**src/rtl/rotator_pkg.sv**
```systemverilog
// Shared types and width helpers for the multi-cycle left rotator.
package rotator_pkg;

    typedef enum logic [1:0] {
        IDLE = 2'd0,
        BUSY = 2'd1,
        DONE = 2'd2
    } state_t;

    function automatic int clog2(input int value);
        int result;
        result = 0;
        while ((1 << result) < value) result++;
        return result;
    endfunction

    function automatic int amount_width(input int width);
        return (clog2(width) < 1) ? 1 : clog2(width);
    endfunction

    function automatic int stage_count(input int width);
        return amount_width(width);
    endfunction

endpackage

```
**src/rtl/rotator_left.sv**
```systemverilog
// Fixed-distance combinational left rotation; ROTATION is reduced modulo WIDTH.
module rotator_left #(
    parameter int WIDTH    = 8,
    parameter int ROTATION = 1
) (
    input  logic [WIDTH-1:0] data,
    output logic [WIDTH-1:0] rotated
);

    localparam int R = ROTATION % WIDTH;

    generate
        if (R == 0) begin : g_pass
            assign rotated = data;
        end else begin : g_rot
            assign rotated = {data[WIDTH-1-R:0], data[WIDTH-1:WIDTH-R]};
        end
    endgenerate

endmodule

```
**src/rtl/rotator_left_sequencer.sv**
```systemverilog
// Multi-cycle left rotator applying one power-of-two stage per clock.
// Define ROTATOR_LEFT_SEQUENCER_SKIP_EN to visit only the set amount bits.
module rotator_left_sequencer
    import rotator_pkg::*;
#(
    parameter int WIDTH = 8,
    localparam int AMOUNT_WIDTH = amount_width(WIDTH)
) (
    input  logic                    clock,
    input  logic                    resetn,
    input  logic                    in_valid,
    output logic                    in_ready,
    input  logic [WIDTH-1:0]        in_data,
    input  logic [AMOUNT_WIDTH-1:0] in_amount,
    output logic                    out_valid,
    input  logic                    out_ready,
    output logic [WIDTH-1:0]        out_data,
    output logic                    busy
);

    localparam int STAGES    = stage_count(WIDTH);
    localparam int CNT_WIDTH = (clog2(STAGES) < 1) ? 1 : clog2(STAGES);

    state_t                  state, state_d;
    logic [WIDTH-1:0]        data_q, data_d;
    logic [AMOUNT_WIDTH-1:0] amount_q, amount_d, amount_in;
    logic [CNT_WIDTH-1:0]    sel;
    logic                    ready_en;
    logic [WIDTH-1:0]        stage_out [STAGES];

    generate
        if ((WIDTH & (WIDTH - 1)) == 0) begin : g_pow2
            assign amount_in = in_amount;
        end else begin : g_mod
            assign amount_in = AMOUNT_WIDTH'(32'(in_amount) % 32'(WIDTH));
        end

        for (genvar k = 0; k < STAGES; k++) begin : g_stage
            rotator_left #(
                .WIDTH   (WIDTH),
                .ROTATION(2 ** k)
            ) u_rot (
                .data   (data_q),
                .rotated(stage_out[k])
            );
        end
    endgenerate

`ifdef ROTATOR_LEFT_SEQUENCER_SKIP_EN
    // Stage index is the lowest bit still set in the remaining amount.
    always_comb begin
        sel = '0;
        for (int unsigned i = STAGES; i > 0; i--) begin
            if (amount_q[i-1]) sel = CNT_WIDTH'(i - 1);
        end
    end
`else
    logic [CNT_WIDTH-1:0] stage_cnt, stage_cnt_d;
    assign sel = stage_cnt;
`endif

    always_comb begin
        state_d  = state;
        data_d   = data_q;
        amount_d = amount_q;
`ifndef ROTATOR_LEFT_SEQUENCER_SKIP_EN
        stage_cnt_d = stage_cnt;
`endif
        case (state)
            IDLE: begin
                if (in_valid && in_ready) begin
                    data_d   = in_data;
                    amount_d = amount_in;
`ifdef ROTATOR_LEFT_SEQUENCER_SKIP_EN
                    state_d  = (amount_in == '0) ? DONE : BUSY;
`else
                    stage_cnt_d = '0;
                    state_d     = BUSY;
`endif
                end
            end
            BUSY: begin
                if (amount_q[sel]) data_d = stage_out[sel];
`ifdef ROTATOR_LEFT_SEQUENCER_SKIP_EN
                amount_d = amount_q & (amount_q - AMOUNT_WIDTH'(1));
                if (amount_d == '0) state_d = DONE;
`else
                stage_cnt_d = stage_cnt + CNT_WIDTH'(1);
                if (stage_cnt == CNT_WIDTH'(STAGES - 1)) state_d = DONE;
`endif
            end
            DONE: begin
                if (out_ready) state_d = IDLE;
            end
            default: state_d = IDLE;
        endcase
    end

    always_ff @(posedge clock or negedge resetn) begin
        if (!resetn) begin
            state     <= IDLE;
            data_q    <= '0;
            amount_q  <= '0;
            ready_en  <= 1'b0;
`ifndef ROTATOR_LEFT_SEQUENCER_SKIP_EN
            stage_cnt <= '0;
`endif
        end else begin
            state     <= state_d;
            data_q    <= data_d;
            amount_q  <= amount_d;
            ready_en  <= 1'b1;
`ifndef ROTATOR_LEFT_SEQUENCER_SKIP_EN
            stage_cnt <= stage_cnt_d;
`endif
        end
    end

    // ready_en keeps in_ready low until the first edge after reset release.
    assign in_ready  = ready_en && (state == IDLE);
    assign out_valid = (state == DONE);
    assign busy      = (state == BUSY) || (state == DONE);
    assign out_data  = data_q;

endmodule

```
**config.mk**
```make
export PLATFORM = sky130hd
export DESIGN_NAME = rotator_left_sequencer
export DESIGN_NICKNAME = d
export VERILOG_FILES = /design/src/rtl/rotator_pkg.sv /design/src/rtl/rotator_left.sv /design/src/rtl/rotator_left_sequencer.sv
export SDC_FILE = /design/constraint.sdc
export NUM_CORES = 1
export LEC_CHECK = 0
export BUFFER_PORTS_ARGS = -buffer_cell sky130_fd_sc_hd__buf_2
export CAP_MARGIN = 20
export CORE_UTILIZATION = 55
export DETAILED_ROUTE_END_ITERATION = 6
export GPL_ROUTABILITY_DRIVEN = 0
export PLACE_DENSITY = 0.8
export SETUP_SLACK_MARGIN = 0.02
export SLEW_MARGIN = 20
export SYNTH_ARGS = -nofsm -noshare
export SYNTH_HDL_FRONTEND = slang
export SYNTH_HIERARCHICAL = 1
export SYNTH_SLANG_ARGS = --single-unit
```
**constraint.sdc**
```tcl
create_clock -name clock -period 3.15 [get_ports clock]
set_input_delay 0 -clock clock [delete_from_list [all_inputs] [get_ports clock]]
set_output_delay 0 -clock clock [all_outputs]
set_load 0.05 [all_outputs]
```
After elaboration in Yosys (flattened, before gate mapping). Index checks and enable logic that the tools add are counted.

Memories: 0. ROM bits: 0. Word-level logic and storage cells: 39. Input bits: 15. Bits in writable memories: 0. Bits in latches: 0. Bits in registers: 16. Output and inout port bits: 11.

Reductions and logical operators: 9. Equality and inequality tests: 7. Shift-type cells: 0. Magnitude comparators: 2. Add/subtract/negate cells: 1. Bitwise gates (word level): 1. $mul: 0. Muxes and demuxes: 14. Divide/modulo/power cells: 0.

Operators with widths (count): 8-bit 2-to-1 mux (4); 8-bit binary-select mux with 2-bit select (1); 8-bit one-hot mux with 2 select lines (1); 2-bit 2-to-1 mux (4); 2-bit inequality test, second input constant (3); 2-bit one-hot mux with 3 select lines (1); 3-bit AND reduction (2); 2-bit equality test, second input constant (2); 2-bit one-hot mux with 2 select lines (1); 2-bit AND reduction (2); 3-bit greater-or-equal comparator, second input constant (1); 2-bit by 3-bit less-than comparator with 1-bit output, second input constant (1); 2-bit NOT with 3-bit output (1); 2-bit by 1-bit adder with 2-bit output, second input constant (1); 1-bit binary-select mux with 2-bit select (1); 2-bit by 1-bit equality test with 1-bit output, second input constant (1); 1-bit logical AND (2); 2-bit zero test (1); 2-bit by 1-bit inequality test with 1-bit output, second input constant (1); 2-bit nonzero test (1); 1-bit logical OR (1); 1-bit 2-to-1 mux (1).

Logic depth before layout (Yosys ltp).
Word-level depth: 6. Mapped depth: 7.

Modules after synthesis. The synthesis kept the hierarchy.

Modules (own cells, without submodules): rotator_left_sequencer (cells an instance 93, area an instance 1089.8 sq um, times used 1); rotator_left (cells an instance 8, area an instance 60.1 sq um, times used 3).

Worst setup path before layout. OpenSTA, ideal clock, no wires.

Path kind: reg2reg. From: register state[0]. To: register state[0]. Stages on the path, launching flop included: 7. Buffers on the path: 0. Setup slack: 1.427 ns. Arrival: 1.599 ns. Required time: 3.025 ns. Library setup time: 0.125 ns. Cell sequence: dfrtp_1 > inv_1 > ha_1 > nor2b_1 > a21oi_1 > o21ai_1 > mux2_2.

Elaborated cells between the ends (all ways): 10. Those cells by class: 5 x eq/ne; 1 x mux; 4 x reduce/logical.

RTL lines: start: declaration (RTL line rotator_left_sequencer.sv:24) `state_t state, state_d;`; start signal: assignment (RTL line rotator_left_sequencer.sv:109) `state <= state_d;`; 2-bit equality test *; net out_valid (RTL line rotator_left_sequencer.sv:15) `output logic out_valid,`; 2-bit by 1-bit inequality test with 1-bit output (no line); 3-bit AND reduction (no line).

Mark *: on every way through the listed nets, which the timed path passes. The rest lies on a longest branch. A chain may end at the register's enable or synchronous reset.

Worst setup path in the final report.
From: register stage_cnt[0] (netlist: sel[0]). To: register data_q[3] (netlist: out_data[3]).

Longest elaborated chain between the ends: 6. Elaborated cells between the ends (all ways): 10. Those cells by class: 1 x eq/ne; 7 x mux; 1 x bitwise; 1 x reduce/logical.

Ends and longest elaborated chain: start: declaration (RTL line rotator_left_sequencer.sv:58) `logic [CNT_WIDTH-1:0] stage_cnt, stage_cnt_d;`; start signal: assignment (RTL line rotator_left_sequencer.sv:114) `stage_cnt <= stage_cnt_d;`; 2-bit NOT with 3-bit output (implied by the code) (RTL line rotator_left_sequencer.sv:83) `if (amount_q[sel]) data_d = stage_out[sel];`; 8-bit binary-select mux with 2-bit select (RTL line rotator_left_sequencer.sv:83); 8-bit 2-to-1 mux (implied by the code) (2 in series) (RTL line rotator_left_sequencer.sv:83); 8-bit 2-to-1 mux (RTL line rotator_left_sequencer.sv:83); 8-bit one-hot mux with 2 select lines (RTL line rotator_left_sequencer.sv:69) `case (state)`; end signal: assignment (RTL line rotator_left_sequencer.sv:110) `data_q <= data_d;`; end: declaration (RTL line rotator_left_sequencer.sv:25) `logic [WIDTH-1:0] data_q, data_d;`.

Several ways; a longest one is shown, not always the timed one. The select of a mux whose other input is x is not followed.

==> reports/metrics.yaml <==
cts:
  cts.clk_slew.worst_paths_ns: 0.09
  cts_sinks: 16
  post_cts_buffers: 0
  clock_latency_ns: 0.29
  numCtsBuffers: 3
  htreeDepth: 1
  cts_root_buffer: "clkbuf_4"
  clockBufferDepth: 2
  cts_tree: "done"
placement:
  dpl.hpwl_um: 1590
  post-place-cells: 142
  place_area_um2: 1220
  portBuffers: 25
synthesis:
  syn_nets: 137
  synth-edff-count: 0
  ys_top_cells_by_count: "buf_4 (25), dfrtp_1 (16), nor2_1 (14)"
  synth_top_family_by_area: "multiplexers"
  synthAdderAreaFrac_pct: 4.93
  syn-cell-area_um2: 1270
  synth_seq_cells: 16
  synth.most_common_cell: "buf_4"
  synthArstFlopShare_pct: 100
  seq_area_frac_synth_pct: 31.5
  synthTopCellsByArea: "dfrtp_1 (32%), buf_4 (15%), mux2_2 (9.8%), a221oi_2 (8.3%), mux2_4 (8.3%)"
  synth_top_cell_by_area: "dfrtp_1"
  synthMuxAreaShare_pct: 21.2
  netlist-cell-type-count: 25
  synth_compound_area_share_pct: 15.2
  synthCells: 117
  syn_area_per_cell_um2: 10.9
  synth_warnings: 6
  synth-xor-area-share_pct: 0
  yosys.area_share.simple_pct: 7.19
  ys.flop_type: "dfrtp_1"
  synth_top_area_share_pct: 31.5
timing:
  setup_tns_ns: 0
  worstMarginPinSlew_ns: 0.898
  fin_crit_ns: 2.12
  timing.slew.headroom_pct: 40.0
  finalSetupViolCount: 0
  final_max_slew_viol_count: 0
  skew_ns: 0.00161
  hold_viol: 0
  min_period_over_period_pct: 67.4
  rsz0062_at_grt: "no"
  clock.fmax_mhz: 471
setup_path:
  cp-end-kind: "flip-flop"
  r2r_end: "out_data[3]$_DFFE_PN0P_"
  r2r_slack_ns: 1.03
  rr_worst_depth: 4
  slowest_stage: "nor2b_1"
  criticalPathCategory: "reg -> reg"
  path_max_fanout: 12
  path_cells: "nor2b_1 -> o2bb2ai_2 -> o21ai_4 -> mux2_2"
  worstPathArrival_ns: 2.30
  rr_startpoint: "sel[0]$_DFFE_PN0P_"
  required_ns: 3.33
  worstSetupStartpointType: "flip-flop"
  max_stage_delay_ns: 0.79
global_route:
  grt_max_degree: 17
  grt_use_total_pct: 19.3
  grt_pass1_wl_um: 3560
  overflow: 0
  antenna_found_initial: 0
  grt_pass1_vias: 766
cells_and_area:
  post-route-cell-area_um2: 1290
  seq_area_um2: 400
  fin_nets: 143
  fillers: 178
  fin_cells: 150
  final_util_pct: 59.0
  syn2layout_area_growth_pct: 1.77
  num_antenna_cells: 0
  layout-drive-gt1-share_pct: 48.4
  multi_input_area_um2: 619
hold_path:
  hold_depth: 4
  holdPathEnd: "out_data[7]$_DFFE_PN0P_"
  hold_class: "in -> reg"
  min-delay-start: "in_data[7]"
detailed_routing:
  ant_nets: 0
  wl_um: 2110
  first_iter_violations: 19
  vias: 804
  post_drt_wl_per_cell_um: 14.1
  drc: 0
  dr.pass1.iters: 4
  avgViaCountPerCell: 5.36
floorplan:
  io_pins: 26
  die_w_um: 50.1
  chipHeight_um: 50.1
  dieArea_um2: 2510
  core_area_um2: 2190
  start_util_pct: 58.0
  rows: 17
run:
  cap_violations: 0
run_status:
  status: "finished clean"
cell type report:
type                            instances  share of cell area [%]
Clock buffer                            4                    2.81
Inverter                                6                    2.81
Multi-Input combinational cell         67                    47.9
Sequential cell                        16                    31.0
Tap cell                               28                    2.71
Timing Repair Buffer                   29                    12.8
cells by family after synthesis:
logic type | after synthesis
buf+inv | 34
mux | 22
flops | 16
fa+ha+maj | 5
compound gates | 17
other cells | 1
simple gates | 22
per-layer routing:
layer / wire length (um) / vias up / global-route usage [%] / share of wire, %
met3: 60 / 7 / 2.16 / 2.8
met4: 59 / 0 / 11.4 / 2.8
met1: 1060 / 385 / 28.0 / 50
met2: 933 / 23 / 27.1 / 44
met5: 0 / - / 0 / 0
li1: - / 389 / - / -
per-stage QoR:
stage / setup WS (ns) / hold slack [ns]
after floorplan: 1.43 / -0.296
after global placement: 1.17 / -0.0761
after detailed placement: 1.07 / -0.0729
after CTS: 1.05 / 0.0479
final: 1.03 / 0.0466
after global routing: 0.962 / 0.0645
worst max-delay path, delay by kind of cell (launching register included):
family	cells	cell delay, ns
simple gates	1	0.79
flops	1	0.60
mux	1	0.31
compound gates	2	0.30
worst max path at each step:
stage,start,endpoint,slack [ns],depth (start not counted)
after floorplan,state[0]$_DFFE_PN0P_,state[0]$_DFFE_PN0P_,1.43,6
after global placement,sel[0]$_DFFE_PN0P_,out_data[7]$_DFFE_PN0P_,1.17,4
after detailed placement,sel[0]$_DFFE_PN0P_,out_data[3]$_DFFE_PN0P_,1.07,4
after CTS,sel[0]$_DFFE_PN0P_,out_data[3]$_DFFE_PN0P_,1.05,4
after global routing,sel[0]$_DFFE_PN0P_,out_data[3]$_DFFE_PN0P_,0.96,4
final,sel[0]$_DFFE_PN0P_,out_data[3]$_DFFE_PN0P_,1.03,4
flip-flops by register name, summed over array words and instances, names as in the netlist:
name      cells
amount_q      3
out_data      8
ready_en      1
sel           2
state         2
layout by cell type, fill, tap and decap left out, drive strengths merged, types with 5 or more instances in the layout:
| master | netlist | final |
|---|---|---|
| a221oi | 7 | 7 |
| buf | 27 | 25 |
| dfrtp | 16 | 16 |
| ha | 5 | 5 |
| inv | 5 | 5 |
| mux2 | 18 | 18 |
| nor2 | 14 | 14 |
timing repair:
item                                    4_1_cts  5_1_grt
hold buffers                                  4        0
endpoints found under the hold margin        19        0
endpoints found under the setup margin        0        0
resized for setup                             0        0
Power is left out: the tool's default activity adds up to more than one toggle a clock period on the data nets, which glitch-free logic cannot reach.
